**config.mk**
```make
export PLATFORM = sky130hd
export DESIGN_NAME = regfile_wb_arbiter
export DESIGN_NICKNAME = d
export VERILOG_FILES = /design/src/rtl/regfile_wb_arbiter.sv
export SDC_FILE = /design/constraint.sdc
export NUM_CORES = 1
export LEC_CHECK = 0
export ABC_AREA = 1
export CAP_MARGIN = 20
export CORE_ASPECT_RATIO = 2
export CORE_MARGIN = 8
export CORE_UTILIZATION = 40
export DETAILED_ROUTE_END_ITERATION = 12
export PLACE_DENSITY = 0.75
export SLEW_MARGIN = 15
export SYNTH_ARGS = -nofsm -noshare
export SYNTH_HDL_FRONTEND = slang
export SYNTH_SLANG_ARGS = --single-unit
```
**constraint.sdc**
```tcl
create_clock -name clk -period 2.5 [get_ports clk]
set_input_delay 0.25 -clock clk [delete_from_list [all_inputs] [get_ports clk]]
set_output_delay 0.25 -clock clk [all_outputs]
set_load 0.01 [all_outputs]
```
**src/rtl/regfile_wb_arbiter.sv**
```systemverilog
// Writeback arbiter: merges ALU results and buffered load responses onto the
// register-file write port. Optional WB_PERF_CNT_EN adds stall/load counters.
module regfile_wb_arbiter #(
    parameter int DATA_W        = 32,
    parameter int REG_ADDR_W    = 5,
    parameter int LD_FIFO_DEPTH = 2
) (
    input  logic                  clk,
    input  logic                  reset,
    input  logic                  alu_valid_pi,
    output logic                  alu_ready_po,
    input  logic [REG_ADDR_W-1:0] alu_rd_pi,
    input  logic [DATA_W-1:0]     alu_data_pi,
    input  logic                  ld_issue_pi,
    input  logic [REG_ADDR_W-1:0] ld_issue_rd_pi,
    input  logic                  ld_valid_pi,
    output logic                  ld_ready_po,
    input  logic [REG_ADDR_W-1:0] ld_rd_pi,
    input  logic [DATA_W-1:0]     ld_data_pi,
    input  logic [REG_ADDR_W-1:0] query1_pi,
    input  logic [REG_ADDR_W-1:0] query2_pi,
    output logic                  busy1_po,
    output logic                  busy2_po,
    output logic                  we_po,
    output logic [REG_ADDR_W-1:0] destReg_po,
    output logic [DATA_W-1:0]     writeData_po
`ifdef WB_PERF_CNT_EN
    ,
    output logic [31:0]           alu_stall_cnt_po,
    output logic [31:0]           ld_wr_cnt_po
`endif
);

    localparam int PTR_W = (LD_FIFO_DEPTH > 1) ? $clog2(LD_FIFO_DEPTH) : 1;
    localparam int CNT_W = PTR_W + 1;
    localparam int NREG  = 1 << REG_ADDR_W;
    localparam logic [CNT_W-1:0] DEPTH_C = CNT_W'(LD_FIFO_DEPTH);

    logic [REG_ADDR_W-1:0] fifo_rd_q   [LD_FIFO_DEPTH];
    logic [DATA_W-1:0]     fifo_data_q [LD_FIFO_DEPTH];

    logic [PTR_W-1:0]      wr_ptr_q, wr_ptr_d;
    logic [PTR_W-1:0]      rd_ptr_q, rd_ptr_d;
    logic [CNT_W-1:0]      count_q, count_d;
    logic [NREG-1:0]       sb_q, sb_d;
    logic                  we_q, we_d;
    logic [REG_ADDR_W-1:0] dest_q, dest_d;
    logic [DATA_W-1:0]     data_q, data_d;

    logic                  full;
    logic                  empty;
    logic                  sel_fifo;
    logic                  sel_alu;
    logic                  push;
    logic                  pop;
    logic [REG_ADDR_W-1:0] head_rd;
    logic [DATA_W-1:0]     head_data;
    logic [REG_ADDR_W-1:0] wr_rd;
    logic [DATA_W-1:0]     wr_data;

    // Arbitration: a full FIFO drains first, otherwise ALU beats buffered loads.
    always_comb begin
        full      = (count_q == DEPTH_C);
        empty     = (count_q == '0);
        head_rd   = fifo_rd_q[rd_ptr_q];
        head_data = fifo_data_q[rd_ptr_q];
        sel_fifo  = full || (!alu_valid_pi && !empty);
        sel_alu   = !full && alu_valid_pi;
        push      = ld_valid_pi && !full;
        pop       = sel_fifo;
        wr_rd     = sel_fifo ? head_rd : alu_rd_pi;
        wr_data   = sel_fifo ? head_data : alu_data_pi;
    end

    assign alu_ready_po = !full;
    assign ld_ready_po  = !full;

    // FIFO pointer/count and registered-write next state.
    always_comb begin
        wr_ptr_d = wr_ptr_q;
        rd_ptr_d = rd_ptr_q;
        count_d  = count_q;
        if (push) begin
            wr_ptr_d = wr_ptr_q + PTR_W'(1);
        end
        if (pop) begin
            rd_ptr_d = rd_ptr_q + PTR_W'(1);
        end
        unique case ({push, pop})
            2'b10:   count_d = count_q + CNT_W'(1);
            2'b01:   count_d = count_q - CNT_W'(1);
            default: count_d = count_q;
        endcase
        // rd==0 completes the handshake but never reaches the register file.
        we_d   = (sel_alu || sel_fifo) && (wr_rd != '0);
        dest_d = we_d ? wr_rd : dest_q;
        data_d = we_d ? wr_data : data_q;
    end

    // Pending-load scoreboard: clear on pop, then set on issue so set wins.
    always_comb begin
        sb_d = sb_q;
        if (pop) begin
            sb_d[head_rd] = 1'b0;
        end
        if (ld_issue_pi) begin
            sb_d[ld_issue_rd_pi] = 1'b1;
        end
        sb_d[0] = 1'b0;
    end

    assign busy1_po = sb_q[query1_pi];
    assign busy2_po = sb_q[query2_pi];

    // Control state with synchronous reset; buffered loads are discarded.
    always_ff @(posedge clk) begin
        if (reset) begin
            wr_ptr_q <= '0;
            rd_ptr_q <= '0;
            count_q  <= '0;
            sb_q     <= '0;
            we_q     <= 1'b0;
            dest_q   <= '0;
            data_q   <= '0;
        end else begin
            wr_ptr_q <= wr_ptr_d;
            rd_ptr_q <= rd_ptr_d;
            count_q  <= count_d;
            sb_q     <= sb_d;
            we_q     <= we_d;
            dest_q   <= dest_d;
            data_q   <= data_d;
        end
    end

    // FIFO storage needs no reset; validity is tracked by the count.
    always_ff @(posedge clk) begin
        if (push) begin
            fifo_rd_q[wr_ptr_q]   <= ld_rd_pi;
            fifo_data_q[wr_ptr_q] <= ld_data_pi;
        end
    end

    assign we_po        = we_q;
    assign destReg_po   = dest_q;
    assign writeData_po = data_q;

`ifdef WB_PERF_CNT_EN
    logic [31:0] stall_cnt_q, stall_cnt_d;
    logic [31:0] ldwr_cnt_q, ldwr_cnt_d;

    // Perf counters: ALU stall cycles and load pops, wrapping naturally.
    always_comb begin
        stall_cnt_d = stall_cnt_q;
        ldwr_cnt_d  = ldwr_cnt_q;
        if (alu_valid_pi && full) begin
            stall_cnt_d = stall_cnt_q + 32'd1;
        end
        if (pop) begin
            ldwr_cnt_d = ldwr_cnt_q + 32'd1;
        end
    end

    // Counter registers.
    always_ff @(posedge clk) begin
        if (reset) begin
            stall_cnt_q <= '0;
            ldwr_cnt_q  <= '0;
        end else begin
            stall_cnt_q <= stall_cnt_d;
            ldwr_cnt_q  <= ldwr_cnt_d;
        end
    end

    assign alu_stall_cnt_po = stall_cnt_q;
    assign ld_wr_cnt_po     = ldwr_cnt_q;
`endif

endmodule

```
Yosys cells after proc, flatten, opt, wreduce, memory -nomap -nowiden
Memories as Yosys holds them, arrays and structs flattened. A register that Yosys moved wholly into a read port is not among the register bits.
Index checks and enable logic that the tools add are counted.
W data, S select, Z words.
Word-level totals
  register bits after elaboration: 74
  latch bits: 0
  RAM bits: 74
  bits in read-only memories: 0
  bits of input ports: 94
  word-level logic and storage cells: 59
  memories: 2
Operators by class
  add/subtract/negate cells: 4
  multiply operators: 0
  divide/modulo/power cells: 0
  magnitude comparators: 6
  equality and inequality tests: 3
  shifts and indexed selects: 0
  multiplexer cells: 19
  bitwise gates (word level): 3
  reduce and logical (&&, ||, !) cells: 14
Memories
  fifo_data_q: words 2, width 32, read ports 1, clocked after Yosys merged registers in 1, write ports 1, line 40  | logic [DATA_W-1:0] fifo_data_q [LD_FIFO_DEPTH];
  fifo_rd_q: words 2, width 5, read ports 1, clocked after Yosys merged registers in 1, write ports 1, line 39  | logic [REG_ADDR_W-1:0] fifo_rd_q [LD_FIFO_DEPTH];
Operators with widths (count)
  $mux W32: 3
  $and A32 B32 Y32: 1
  $not A32 Y32: 1
  $or A32 B32 Y32: 1
  $lt A5 B6 Y1 const B: 4
  $bmux W1 S5: 2
  $demux W1 S5: 2
  $ge A5 B1 Y1 const B: 2
  $mux W1: 10
  $logic_and A1 B1 Y1: 6
  $mux W5: 1
  $reduce_bool A5 Y1: 1
  $eq A2 B2 Y1 const B: 2
  $pmux W2 S2: 1
  $logic_not A1 Y1: 3
  $add A1 B1 Y1 const B: 2
  $add A2 B1 Y2 const B: 1
  $eq A2 B1 Y1 const B: 1
  $logic_not A2 Y1: 1
  $logic_or A1 B1 Y1: 2
  $reduce_bool A2 Y1: 1
  $sub A2 B1 Y2 const B: 1

Longest topological paths before layout
Gate-level depths: netlist of the first run.
  depth after elaboration: 9
  mapped depth: 13
  mapped depth without buffers: 10

Least setup slack after synthesis of the first run
OpenSTA, ideal clock, no wires.
  path kind: register to register
  start: register count_q[0]
  end: memory fifo_data_q[1][0] (enable)
  setup time: 433 ps
  arrival: 2255 ps
  required time: 2067 ps
  slack: -187 ps
  stages on the path, launching flop included: 5
  path buffers: 0
  clock period less this slack: 2687 ps
  path through: dfxtp_1 inv_2 nand2_4 nand2_1 nor2_1
On the way
  cells in the longest elaborated chain, start to end: 5
RTL lines
  start: declaration: line 44  | logic [CNT_W-1:0] count_q, count_d;
  start signal: assignment: line 128  | count_q <= count_d;
  $eq A2 B2 Y1: line 63  | full = (count_q == DEPTH_C);
  $logic_not A1 Y1
  net alu_ready_po: line 11  | output logic alu_ready_po,
  $logic_and A1 B1 Y1: line 69  | push = ld_valid_pi && !full;
  $mux W1: line 138  | if (push) begin
  $mux W1 (implied by the code): line 140  | fifo_data_q[wr_ptr_q] <= ld_data_pi;
  end: declaration: line 40
The timed path passes the listed nets, and every way through them passes these cells.

Worst setup path after layout of the first run
  start: input port query2_pi[1]
  end: output port busy2_po
On the way
  cells in the longest elaborated chain, start to end: 2
RTL lines
  start: declaration: line 21  | input logic [REG_ADDR_W-1:0] query2_pi,
  $bmux W1 S5: line 113  | assign busy2_po = sb_q[query2_pi];
  $mux W1 (implied by the code): line 113
  end: declaration: line 23  | output logic busy2_po,
Every way passes these cells. The select of a mux whose other input is x is not followed.

==> reports/summary.txt, run 1 <==
status -> complete, no violations
vias in the first global route -> 6,153
LEAKAGE -> 3.68 nW
Synth Area in XOR/XNOR -> 0%
WP buf/inv -> 3
# DRC -> 0
internal power -> 6.02 mW
first-pass GRT wire length -> 30,900 um
ANT cells -> 0
Slew HR -> 53.2%
placed cells -> 1,154
# IOs -> 136
gr usage total -> 17.4%
Syn Area/Cell -> 8.57 sq um
final net count -> 1,057
logic gate share of total power -> 35.6%
final WL -> 19,300 um
cts hold-fix bufs -> 0
Post-synth top flop -> edfxtp_1
drt wl/cell -> 16.2 um
Remaining Overflow, GRT -> 0
Chip Height -> 204 um
combinational family with the most area after synthesis -> simple AND/OR/NAND/NOR gates
Vias/cell -> 5.19
Num CTS Buffers -> 17
Power Dens Cells -> 977 nW/um^2
layout cells sized above 1 -> 14.7%
max-cap check violation count -> 0
Critical-path top delay cell -> clkdlybuf4s50_1
FMAX -> 423 MHz
Fin Setup TNS -> 0 ns
crit-path max cell delay -> 0.56 ns
top cells by area, synth -> edfxtp_1 31%, dfxtp_1 21%, nand2_1 9.7%
FFs w/ async S/R, synth -> 0%
Worst setup SP type -> input port
worst-path cell chain -> clkdlybuf4s50_1 -> clkinvlp_4 -> nand3_1 -> nand3_1 -> a21oi_1 -> nor2_1 -> a21oi_1 -> clkdlybuf4s50_1
crit-path max FO -> 8
initial DRC count -> 381
Yosys top cell area share -> 31.3%
Post-synth EDFFs -> 74
Setup crit end kind -> primary output
Top Family by Delay on Critical Path -> buffers and inverters
H-tree levels -> 4
largest net degree at the start of global routing -> 45
sequential-to-total area share from yosys stat -> 52.1%
CP Data Required Time -> 2.25 ns
area leader, netlist -> edfxtp_1
Final Cycle Share -> 94.6%
P&R area growth vs syn -> 31.2%
setup slack after layout -> 0.136 ns
Cell Count, Final, Fillers Out -> 1,188
critical path arrival -> 2.11 ns
Pwr Total -> 9.11 mW
Yosys Warn Count -> 0
Tmin final -> 2.36 ns
Syn Nets -> 924
HPWL Detailed -> 13,800 um
cells after synthesis -> 829
part of the power in registers -> 36.4%
Slew @ Worst Pin -> 0.700 ns
Max clock buf depth -> 2
row cnt -> 69
Clock Power Share -> 28.0%
worst skew pair latency -> 0.42 ns
Port Buffers -> 135
DRT Pass-1 Iters -> 5
core area -> 17,600 sq um
post-route clock skew -> 0.0139 ns
dpl ws -> 0.115 ns
Clock Tree Root -> clkbuf_16
clock sinks -> 148
Synth Area in Adders -> 0.176%
TritonCTS clock tree -> done
unrepaired setup endpoints after global routing -> false
Final Wtd Congestion -> 0.894
Via Count -> 6,171
hold crit path type -> in -> reg
clock transition at the registers of the reported paths -> 0.07 ns
Synth Area in Simple Gates -> 26.3%
post-synthesis cell type count -> 26
Synth Area in Compound Gates -> 13.7%
die area -> 22,500 sq um
overall die width -> 110 um
initial antenna violation count -> 0
Psw -> 3.09 mW
maximum vdd drop -> 552 uV
Setup-failing EPs final -> 0
#FFs+latches synth -> 148
Antenna Nets Post-Route -> 0
Initial Util -> 40.3%
Net Sw Frac -> 34.0%
critical path class -> in -> out
final hold vios -> 0
multiplexer area fraction after synthesis -> 0%
Synth Cell Area -> 7100 sq um
Final Max Slew Viols -> 0
-- through the flow --
step | utilization, % | hold WS (ns) | area [sq um]
final | 52.9 | 0.409 | 9320
after global routing | 52.9 | 0.395 | 9320
after CTS | 52.8 | 0.395 | 9300
after detailed placement | 49.3 | 0.456 | 8690
after global placement | 49.3 | 0.435 | 8690
after floorplan | - | 0.349 | 7110
-- layout make-up --
| type | instances | area (sq um) |
|---|---|---|
| inverters | 64 | 248 |
| repair buffers | 160 | 1610 |
| fillers | 1631 | 8290 |
| clock inverters | 9 | 77.6 |
| flip-flops and latches | 148 | 3700 |
| well taps | 213 | 267 |
| multi-input cells | 571 | 2880 |
| clock buffers | 23 | 532 |
-- worst reg2reg max path: stages (launching register included) --
cell,delay (ns)
dfxtp_1,0.49
inv_2,0.16
o21ai_2,0.33
nand2_1,0.12
o21ai_2,0.13
nand3_4,0.22
buf_4,0.26
a21oi_1,0.16
nor2_1,0.07
-- layout by cell type (no fill, tap or decap), drive strengths merged --
master / synthesis / routed
or2: 32 / 32
o211ai: 4 / 4
a21oi: 81 / 81
o21ai: 106 / 106
clkbuf: 20 / 23
nor2: 50 / 50
clkdlybuf4s50: 0 / 135
nand2: 194 / 194
dfxtp: 74 / 74
ha: 1 / 1
nand3: 92 / 92
inv: 60 / 65
buf: 26 / 25
clkinv: 4 / 6
nor3: 11 / 11
clkinvlp: 0 / 2
edfxtp: 74 / 74
-- cells by family after synthesis --
| group | after synthesis |
|---|---|
| buffers and inverters | 110 |
| AOI/OAI and AO/OA | 191 |
| and+or+nand+nor | 379 |
| DFF | 148 |
| adders and majority gates | 1 |
-- power groups by stage --
stage	clock [mW]	combinational [mW]	sequential [mW]
floorplan	0	1.87	3.44
global placement	0	3.20	3.35
detailed placement	0	3.26	3.37
CTS	2.60	3.28	3.32
global route	2.71	3.60	3.37
finish	2.55	3.24	3.32
-- metal layers --
metal / vias to the layer above / wire length [um] / global-route usage [%]
met5: - / 0 / 0
met4: 0 / 249 / 5.99
met3: 18 / 1610 / 4.07
met2: 228 / 9020 / 27.9
met1: 2874 / 8370 / 22.2
li1: 3051 / - / -
-- cell usage after synthesis (4+ instances only) --
library cell	count
nand2_1	184
o21ai_0	104
a21oi_1	81
dfxtp_1	74
edfxtp_1	74
nand3_1	59
inv_1	58
nor2_1	48
nand3_2	32
or2_2	32
clkbuf_1	18
buf_6	12
nor3_1	11
nand2_2	6
buf_2	5
buf_4	5
buf_1	4
clkinv_1	4
nand2_4	4
o211ai_1	4
-- worst paths after layout --
kind | cells after the start | from | to | slack [ns]
max | 8 | query2_pi[1] | busy2_po | 0.14
min | 1 | ld_data_pi[8] | fifo_data_q[1][8] | 0.41
max reg2reg | 8 | register | writeData_po[22] | 0.45
min reg2reg | 1 | rd_ptr_q | rd_ptr_q | 0.47
-- state kept, by name, summed over array words and instances (netlist names), named ones only --
register      flops
count_q           2
destReg_po        5
fifo_data_q      64
fifo_rd_q        10
rd_ptr_q          1
sb_q             31
we_po             1
wr_ptr_q          1
writeData_po     32
-- what timing repair did --
item	in CTS	in global routing
setup endpoints to repair	0	2
gates resized for setup	0	2
setup buffers	0	2
(Power assumes the default switching activity.)
==> run 2: changes to the inputs <==
--- a/config.mk
+++ b/config.mk
@@ -11,6 +11,8 @@
 export CORE_MARGIN = 8
 export CORE_UTILIZATION = 40
 export DETAILED_ROUTE_END_ITERATION = 12
+export HOLD_SLACK_MARGIN = 0.08
+export MAX_ROUTING_LAYER = met4
 export PLACE_DENSITY = 0.75
 export SLEW_MARGIN = 15
 export SYNTH_ARGS = -nofsm -noshare
==> run 2 against run 1 <==
  * First-iteration DRC count is 20% higher
  * Worst setup slack better by 0.35 ns
  * Count of clock-buffer cells in the layout is 6 lower
  * Largest power group unchanged
  * Clock skew is 0.0049 ns lower
  * Global-route usage is 0.35 points higher
  * Die area stayed put
  * Critical path depth is 2 higher
  * Via count is 0.11% higher
  * Sequential share of layout area is 0.13 points higher
  * Routed wire length hardly changed
  * Power is 0.51% lower
  * Core utilization is 0.17 points lower
  * Highest routed layer unchanged
==> reports/summary.txt, run 2 (synthesis gave the netlist of run 1 again) <==
placed cells -> 1,154 (unchanged)
H-tree levels -> 4 (unchanged)
post-CTS setup buffer count -> 0 (unchanged)
Resized Gates After CTS -> 0 (unchanged)
TritonCTS clock tree -> done
max-cap check violation count -> 0 (unchanged)
Slew HR -> 55.6% (+2.5 points)
final hold vios -> 0 (unchanged)
final net count -> 1,056 (-0.095%)
core area -> 17,600 sq um (unchanged)
P&R area growth vs syn -> 30.8%
hold endpoint -> fifo_rd_q[0][2]
part of the power in registers -> 36.4% (about the same)
Cell Count, Final, Fillers Out -> 1,187 (-0.084%)
internal power -> 5.97 mW (-0.84%)
clock transition at the registers of the reported paths -> 0.07 ns (about the same)
Max clock buf depth -> 2 (unchanged)
critical path arrival -> 1.77 ns (-0.34 ns)
worst hold path startpoint -> ld_rd_pi[2]
Net Sw Frac -> 34.2% (+0.22 points)
row cnt -> 69 (unchanged)
DRT Pass-1 Iters -> 6 (+1)
Setup-failing EPs final -> 0 (unchanged)
commonest non-fill, non-tap cells in the layout -> 184 x nand2_1, 132 x clkdlybuf4s50_1, 104 x o21ai_0
Final Max Slew Viols -> 0 (unchanged)
Largest Register -> fifo_data_q
hold crit path type -> in -> reg
LEAKAGE -> 3.68 nW (+0.21%)
Initial Util -> 40.3% (unchanged)
final WL -> 19,300 um (about the same)
layout cells sized above 1 -> 14.5% (-0.19 points)
ANT cells -> 0 (unchanged)
Psw -> 3.10 mW (+0.13%)
CP Data Required Time -> 2.25 ns (about the same)
Tmin final -> 2.02 ns (-0.345 ns)
status -> complete, no violations
Fin Setup TNS -> 0 ns (unchanged)
commonest non-fill, non-tap cell in the layout -> nand2_1
vias in the first global route -> 6,023 (-2.1%)
post-route clock skew -> 0.00895 ns (-0.00492 ns)
Via Count -> 6,178 (+0.11%)
crit-path max FO -> 15 (+7)
largest net degree at the start of global routing -> 45 (unchanged)
critical path class -> in -> out
# DRC -> 0 (unchanged)
initial DRC count -> 458 (+20%)
Slew @ Worst Pin -> 0.663 ns (-0.0367 ns)
drt wl/cell -> 16.2 um (+0.15%)
R2R Setup Slk -> 0.55 ns (+0.10 ns)
r2r endpoint -> writeData_po[11]
Num CTS Buffers -> 17 (unchanged)
initial antenna violation count -> 0 (unchanged)
logic gate share of total power -> 35.9% (+0.3 points)
clock sinks -> 148 (unchanged)
Chip Height -> 204 um (unchanged)
Remaining Overflow, GRT -> 0 (unchanged)
gr usage total -> 17.7% (+0.35 points)
first-pass GRT wire length -> 30,500 um (-1.3%)
worst skew pair latency -> 0.42 ns (about the same)
Final Cycle Share -> 80.8% (-14 points)
Antenna Nets Post-Route -> 0 (unchanged)
unrepaired setup endpoints after global routing -> false
Final Wtd Congestion -> 0.886 (-0.88%)
Port Buffers -> 135 (unchanged)
Largest register FFs -> 64 (unchanged)
Power Dens Cells -> 976 nW/um^2 (-0.19%)
hold path depth -> 1 (unchanged)
overall die width -> 110 um (unchanged)
Worst setup SP type -> input port
die area -> 22,500 sq um (unchanged)
Clock Tree Root -> clkbuf_16
reg2reg path depth -> 10 (+2)
HPWL Detailed -> 13,900 um (+0.59%)
Setup crit end kind -> primary output
Core Util, Final -> 52.7% (-0.17 points)
FMAX -> 495 MHz (+17%)
cts hold-fix bufs -> 0 (unchanged)
Clock Power Share -> 27.6% (-0.4 points)
maximum vdd drop -> 565 uV (+2.4%)
Vias/cell -> 5.20 (+0.20%)
# IOs -> 136 (unchanged)
==> run 2: changes by cell type in the layout (fill, tap and decap cells not counted), sizes merged <==
cell and delta:
clkbuf -6, clkdlybuf4s50 -3, clkinv +3, dlymetal6s2s +3, buf -2, bufinv +2, clkinvlp +2
==> run 2: worst max path at each step <==
stage / from / end
after CTS: query2_pi[1] / busy2_po
after floorplan: count_q[0] / fifo_data_q[1][0]
after global routing: query1_pi[0] / busy1_po
after detailed placement: query2_pi[1] / busy2_po
final: query1_pi[0] / busy1_po
after global placement: query2_pi[1] / busy2_po
==> run 2: worst max-delay path, stage by stage <==
cell,delay (ns)
clkdlybuf4s50_1,0.50
clkinv_1,0.10
buf_4,0.19
nand2_1,0.07
nand3_1,0.07
nand3_1,0.10
a21oi_1,0.07
o21ai_0,0.15
nand2_1,0.08
dlymetal6s2s_1,0.18
==> run 2: through the flow <==
stage / instance area (sq um) / hold slack [ns] / power [mW] / worst slack, ns
final: 9290 / 0.410 / 9.06 / 0.481
after global routing: 9290 / 0.401 / 9.60 / 0.316
after CTS: 9270 / 0.392 / 9.15 / 0.0957
after detailed placement: 8690 / 0.442 / 6.62 / 0.104
after global placement: 8690 / 0.435 / 6.55 / 0.0982
after floorplan: 7110 / 0.349 / 5.32 / 0.421
==> run 2: layout make-up <==
type / instances / area (sq um)
timing repair inverter: 1 / 7.51
inverter: 64 / 248
clock inverter: 15 / 154
sequential: 148 / 3700
multi-input combinational: 571 / 2880
fill: 1623 / 8320
timing repair buffer: 158 / 1610
clock buffer: 17 / 425
tap: 213 / 267
==> run 2: power by group through the flow <==
stage / clock network, mW / registers [mW] / logic, mW
floorplan: 0 / 3.44 / 1.87
global placement: 0 / 3.33 / 3.22
detailed placement: 0 / 3.35 / 3.28
CTS: 2.55 / 3.30 / 3.29
global route: 2.65 / 3.35 / 3.60
finish: 2.51 / 3.30 / 3.26
==> run 2: per-layer routing <==
metal	vias up	global-route usage (%)	part of all wire [%]
met4	0	5.41	1.3
met5	-	-	0
met3	18	3.73	7.8
li1	3049	-	-
met2	228	27.1	47
met1	2883	23.0	44
